## src/rtl/ksa32_share_ctrl.sv

```systemverilog
// Round-robin sequencer sharing one combinational 32-bit adder among N requesters.
// Subtraction runs as two adder passes: A + ~B, then + 1.
module ksa32_share_ctrl #(
  parameter int unsigned N   = 4,
  parameter int unsigned IDW = 2
) (
  input  logic              CLK,
  input  logic              RST,
  input  logic [N-1:0]      REQ_VALID,
  output logic [N-1:0]      REQ_READY,
  input  logic [32*N-1:0]   REQ_A,
  input  logic [32*N-1:0]   REQ_B,
  input  logic [N-1:0]      REQ_SUB,
  output logic              RSP_VALID,
  input  logic              RSP_READY,
  output logic [IDW-1:0]    RSP_ID,
  output logic [31:0]       RSP_SUM,
  output logic              RSP_COUT,
  output logic              RSP_OVF,
  output logic [31:0]       ADD_A,
  output logic [31:0]       ADD_B,
  input  logic [31:0]       ADD_SUM,
  input  logic              ADD_COUT,
  input  logic              ADD_OVF
);

  localparam int unsigned W = 32;

  typedef enum logic [1:0] {IDLE, PASS1, PASS2, RESP} state_t;

  state_t         state;
  logic [IDW-1:0] ptr;
  logic [IDW-1:0] id_reg;
  logic           sub_reg;
  logic           c1_reg;
  logic           a_msb;
  logic           b_msb;

  logic           grant_valid;
  logic [IDW-1:0] grant_idx;
  logic [W-1:0]   sel_a;
  logic [W-1:0]   sel_b;
  logic           sel_sub;

  function automatic int unsigned rr_idx(input logic [IDW-1:0] p, input int unsigned k);
    return (32'(p) + k) % N;
  endfunction

  // First valid requester at or after ptr, wrapping modulo N.
  always_comb begin
    grant_valid = 1'b0;
    grant_idx   = '0;
    sel_a       = '0;
    sel_b       = '0;
    sel_sub     = 1'b0;
    for (int unsigned k = 0; k < N; k++) begin
      if (!grant_valid && REQ_VALID[rr_idx(ptr, k)]) begin
        grant_valid = 1'b1;
        grant_idx   = IDW'(rr_idx(ptr, k));
        sel_a       = REQ_A[rr_idx(ptr, k)*W +: W];
        sel_b       = REQ_B[rr_idx(ptr, k)*W +: W];
        sel_sub     = REQ_SUB[rr_idx(ptr, k)];
      end
    end
  end

  always_comb begin
    REQ_READY = '0;
    if (state == IDLE && grant_valid && !RST) begin
      REQ_READY = N'(1) << grant_idx;
    end
  end

  // Sequencer; adder operands are registered so they are valid throughout each pass.
  always_ff @(posedge CLK) begin
    if (RST) begin
      state     <= IDLE;
      ptr       <= '0;
      id_reg    <= '0;
      sub_reg   <= 1'b0;
      c1_reg    <= 1'b0;
      a_msb     <= 1'b0;
      b_msb     <= 1'b0;
      RSP_VALID <= 1'b0;
      RSP_ID    <= '0;
      RSP_SUM   <= '0;
      RSP_COUT  <= 1'b0;
      RSP_OVF   <= 1'b0;
      ADD_A     <= '0;
      ADD_B     <= '0;
    end else begin
      case (state)
        IDLE: begin
          if (grant_valid) begin
            id_reg  <= grant_idx;
            sub_reg <= sel_sub;
            a_msb   <= sel_a[W-1];
            b_msb   <= sel_b[W-1];
            ptr     <= (grant_idx == IDW'(N - 1)) ? '0 : grant_idx + IDW'(1);
            ADD_A   <= sel_a;
            ADD_B   <= sel_sub ? ~sel_b : sel_b;
            state   <= PASS1;
          end
        end
        PASS1: begin
          c1_reg <= ADD_COUT;
          if (sub_reg) begin
            ADD_A <= ADD_SUM;
            ADD_B <= W'(1);
            state <= PASS2;
          end else begin
            RSP_SUM   <= ADD_SUM;
            RSP_COUT  <= ADD_COUT;
            RSP_OVF   <= ADD_OVF;
            RSP_ID    <= id_reg;
            RSP_VALID <= 1'b1;
            ADD_A     <= '0;
            ADD_B     <= '0;
            state     <= RESP;
          end
        end
        PASS2: begin
          // Signed overflow of A - B uses the original operand signs, not the adder flag.
          RSP_SUM   <= ADD_SUM;
          RSP_COUT  <= c1_reg | ADD_COUT;
          RSP_OVF   <= (a_msb ^ b_msb) & (ADD_SUM[W-1] ^ a_msb);
          RSP_ID    <= id_reg;
          RSP_VALID <= 1'b1;
          ADD_A     <= '0;
          ADD_B     <= '0;
          state     <= RESP;
        end
        RESP: begin
          if (RSP_READY) begin
            RSP_VALID <= 1'b0;
            state     <= IDLE;
          end
        end
        default: state <= IDLE;
      endcase
    end
  end

endmodule

```

## config.mk

```make
export PLATFORM = sky130hd
export DESIGN_NAME = ksa32_share_ctrl
export DESIGN_NICKNAME = d
export VERILOG_FILES = /design/src/rtl/ksa32_share_ctrl.sv
export SDC_FILE = /design/constraint.sdc
export NUM_CORES = 1
export LEC_CHECK = 0
export CELL_PAD_IN_SITES_DETAIL_PLACEMENT = 2
export CELL_PAD_IN_SITES_GLOBAL_PLACEMENT = 2
export CORE_ASPECT_RATIO = 1.5
export CORE_MARGIN = 2
export CORE_UTILIZATION = 28
export CTS_CLUSTER_SIZE = 25
export DETAILED_ROUTE_END_ITERATION = 8
export PLACE_DENSITY_LB_ADDON = 0.1
export RECOVER_POWER = 50
export SETUP_SLACK_MARGIN = 0.15
export SLEW_MARGIN = 5
export SYNTH_ARGS = -nofsm -noshare
export SYNTH_HDL_FRONTEND = slang
export SYNTH_SLANG_ARGS = --single-unit
```

## constraint.sdc

```tcl
create_clock -name CLK -period 4 [get_ports CLK]
set_input_delay 0.8 -clock CLK [delete_from_list [all_inputs] [get_ports CLK]]
set_output_delay 0.8 -clock CLK [all_outputs]
set_load 0.02 [all_outputs]
```

==> reports/results.tsv <==
stage	metric	value	unit
synth	synth.area.top_cells	dfxtp_1 (18%), mux4_2 (18%), mux2i_1 (16%), nand2_1 (3.6%), a21oi_1 (2.7%)	
floorplan	initial_utilization	0.282	
power_and_ir_drop	power.share.combinational	0.754	
synth	synth_async_sr_flop_share	0	
floorplan	die_width	174	um
layout	synthToLayoutAreaGrowth	40.8	%
clock_tree	post-cts-setup-buffers	0	
sta	final_min_period_over_clock_period	0.947	
route	route.final.wire_length	54700	um
sta	grt_setup_unrepaired	yes	
layout	n_fill_cell	4781	
place	dp.cells	2179	
route	detail_route.iter0.violations	523	
place	place.gp.congestion	0.838	
sta	setup_total_negative_slack	0	ns
synth	synth_largest_type_area_fraction	0.184	
synth	synth_commonest_cells	mux2i_1 (196), nand2_1 (117), dfxtp_1 (111)	
power_and_ir_drop	power_frac_clock	0.088	
global_routing	grt_pass1_wl	83200	um
sta	final.min_clock_period	3.79	ns
clock_tree	clock-sinks	111	
worst_setup_path	worst_path_most_repeated_cell	clkdlybuf4s50_1	
sta	timing_worst_slew_pin_value	1.88	ns
layout	drive_gt1_frac	0.129	
layout	layout.core_utilization	0.397	
synth	post_synth_instance_area	12100	um^2
worst_setup_path	critPathSlowestCell	or4_1	
global_routing	use_met1	0.264	
clock_tree	cts_made_buffers	9	
place	dp_hpwl	39900	um
clock_tree	cts_buffer_depth	2	
sta	finalHoldViolCount	0	
route	remaining_drc_errors	0	
power_and_ir_drop	switchingPower	5500	uW
layout	final_cell_area	17000	um^2
hold_path	hold-path-cell-count	2	
floorplan	placement_rows	93	
route	dr_total_vias	12600	
clock_tree	holdBufCountCts	0	
global_routing	grt_util_all_layers	0.237	
clock_tree	ctsRootBufferMaster	clkbuf_16	
sta	max_freq	264	MHz
clock_tree	path_clk_slew	0.09	ns
synth	ys_seq_elements	111	
worst_setup_path	crit_type	in -> out	
layout	multiInputGateArea	9150	um^2
synth	yosysWarningCount	0	
clock_tree	tritoncts	built	
hold_path	min_path_type	reg -> reg	
place	placedInstanceArea	16700	um^2
floorplan	die-area	44900	um^2
worst_setup_path	setup.worst_path.end_class	output pin	
floorplan	design.core.area	42800	um^2
global_routing	grt_max_degree	144	
power_and_ir_drop	post-layout-total-power	11500	uW
worst_setup_path	arrival	2.99	ns
power_and_ir_drop	power_density	674	nW/um^2
power_and_ir_drop	power_leakage	0.00605	uW
power_and_ir_drop	intPower	5970	uW
floorplan	die-height	258	um
synth	synth_cell_types	67	
synth	postSynthCellCount	1302	
global_routing	grt_met3_use	0.0367	
power_and_ir_drop	p_sw_frac	0.480	
clock_tree	clock_tree.htree_level_count	3	
floorplan	num_io_pins	406	
worst_setup_path	critPathLaunchType	input pin	
synth	post-synth-top-area-cell	dfxtp_1	
global_routing	grt-busiest-layer	met2	
synth	synth.most_common_cell	mux2i_1	
layout	layout.cells.non_filler	2217	
global_routing	first_global_vias	14000	
route	dr.pass1.iters	4	
place	placement.io_buffers	405	
run	drv.max_cap_violation_count	1	
worst_setup_path	data_required_time_of_the_critical_path	3.20	ns
outcome	run_status	complete, but fails checks	
sta	max_slew_margin	-0.255	
layout	final_nets	1930	
synth	sequential_area_share_after_synthesis	0.184	
outcome	failed_checks	capacitance limit, slew limit	
sta	final-max-slew-violation-count	75	
synth	synth.avg_cell_area	9.28	um^2
worst_setup_path	max_stage_delay	0.57	ns
clock_tree	insertion_delay	0.39	ns
worst_setup_path	crit_path_cells	clkdlybuf4s50_1, buf_4, or4_1, nand2_1, nor2_1, and2_1, clkdlybuf4s50_1	
global_routing	met2_usage_grt	0.448	
power_and_ir_drop	worst_ir_drop_vdd	0.000551	V
synth	dominantRegCellSynth	dfxtp_1	
global_routing	grt_antenna_before_repair	23	
route	route.detailed.wl_per_inst	24.7	um
synth	synth_fp_nets	1612	
layout	largest_registers_in_the_final_layout	ADD_A x32, ADD_B x32, RSP_SUM x32	
global_routing	global_route_overflow	0	
power_and_ir_drop	sequentialPowerShare	0.158	
synth	number_of_enable_type_register_cells_in_the_synthesized_netlist	0	
worst_setup_path	critPathMaxFanout	7	
worst_setup_path	r2r.worst_path.cells	8	
layout	layout.area.seq	2230	um^2
sta	clock-skew-final	0.0178	ns
sta	setup_viol	0	
clock_tree	cts_resized	5	
route	drtAntennaViolNets	0	
route	vias_per_cell	5.69	
-- power groups by stage --
stage | Sequential (uW) | Combinational, uW | Clock [uW]
global placement | 1840 | 8620 | 0
global route | 1880 | 9380 | 1090
finish | 1820 | 8650 | 1010
floorplan | 2210 | 5710 | 0
CTS | 1840 | 8860 | 1050
detailed placement | 1860 | 8840 | 0
-- logic make-up after synthesis --
| logic type | Yosys count | synth area share |
|---|---|---|
| fa+ha+maj | 9 | 0.00932 |
| compound gates | 424 | 0.261 |
| flops | 111 | 0.184 |
| simple gates | 272 | 0.110 |
| buf+inv | 156 | 0.0634 |
| mux | 299 | 0.350 |
| xor+xnor | 31 | 0.0225 |
-- worst paths after layout --
path	from	slack, ns	to
worst min-delay path	ADD_B[26]	0.45	ADD_B[26]
worst max register to register	ptr[1]	0.74	ADD_B[30]
worst max-delay path	REQ_VALID[1]	0.21	REQ_READY[0]
worst min register to register	ADD_B[26]	0.45	ADD_B[26]
-- layout make-up --
class                      instances  share of cell area
inverter                           9             0.00206
multi-input combinational       1035               0.538
timing repair buffer             454               0.267
tap                              570              0.0419
clock buffer                      11              0.0143
clock inverter                     5             0.00309
antenna                           22             0.00324
sequential                       111               0.131
-- cell usage in the layout (no fill, tap or decap), types with 16 or more instances in the layout --
cell type	netlist	layout
clkdlybuf4s50_1	0	312
mux2i_1	196	196
nand2_1	117	117
dfxtp_1	111	109
mux4_2	98	98
dlygate4sd3_1	0	86
a21oi_1	64	63
nor2_1	50	49
o22ai_1	47	47
o21ai_1	47	46
a211oi_1	42	42
buf_4	17	38
and2_1	35	35
a22oi_1	34	34
a221oi_1	32	32
a21boi_0	31	31
xnor2_1	31	31
diode_2	0	22
nor3_1	22	22
a2111oi_1	20	20
and3_1	19	19
a2bb2oi_1	17	17
o32ai_1	16	16
-- worst max-delay path, delay by kind of cell --
kind | cells | cell delay (ns)
and+or+nand+nor | 4 | 1.00
buffers and inverters | 3 | 1.19
-- stage by stage --
stage,hold slack (ns),setup WS (ns)
after global routing,0.470,0.140
after global placement,0.432,0.202
after floorplan,0.437,0.755
after CTS,0.454,0.151
final,0.449,0.211
after detailed placement,0.441,0.0583
-- layer usage --
metal | vias to the layer above | wire [um]
met5 | - | 26
met4 | 4 | 1490
met3 | 60 | 2110
met2 | 316 | 29800
met1 | 6454 | 21400
li1 | 5788 | -
Note: power is estimated with default switching activity, not from simulation.
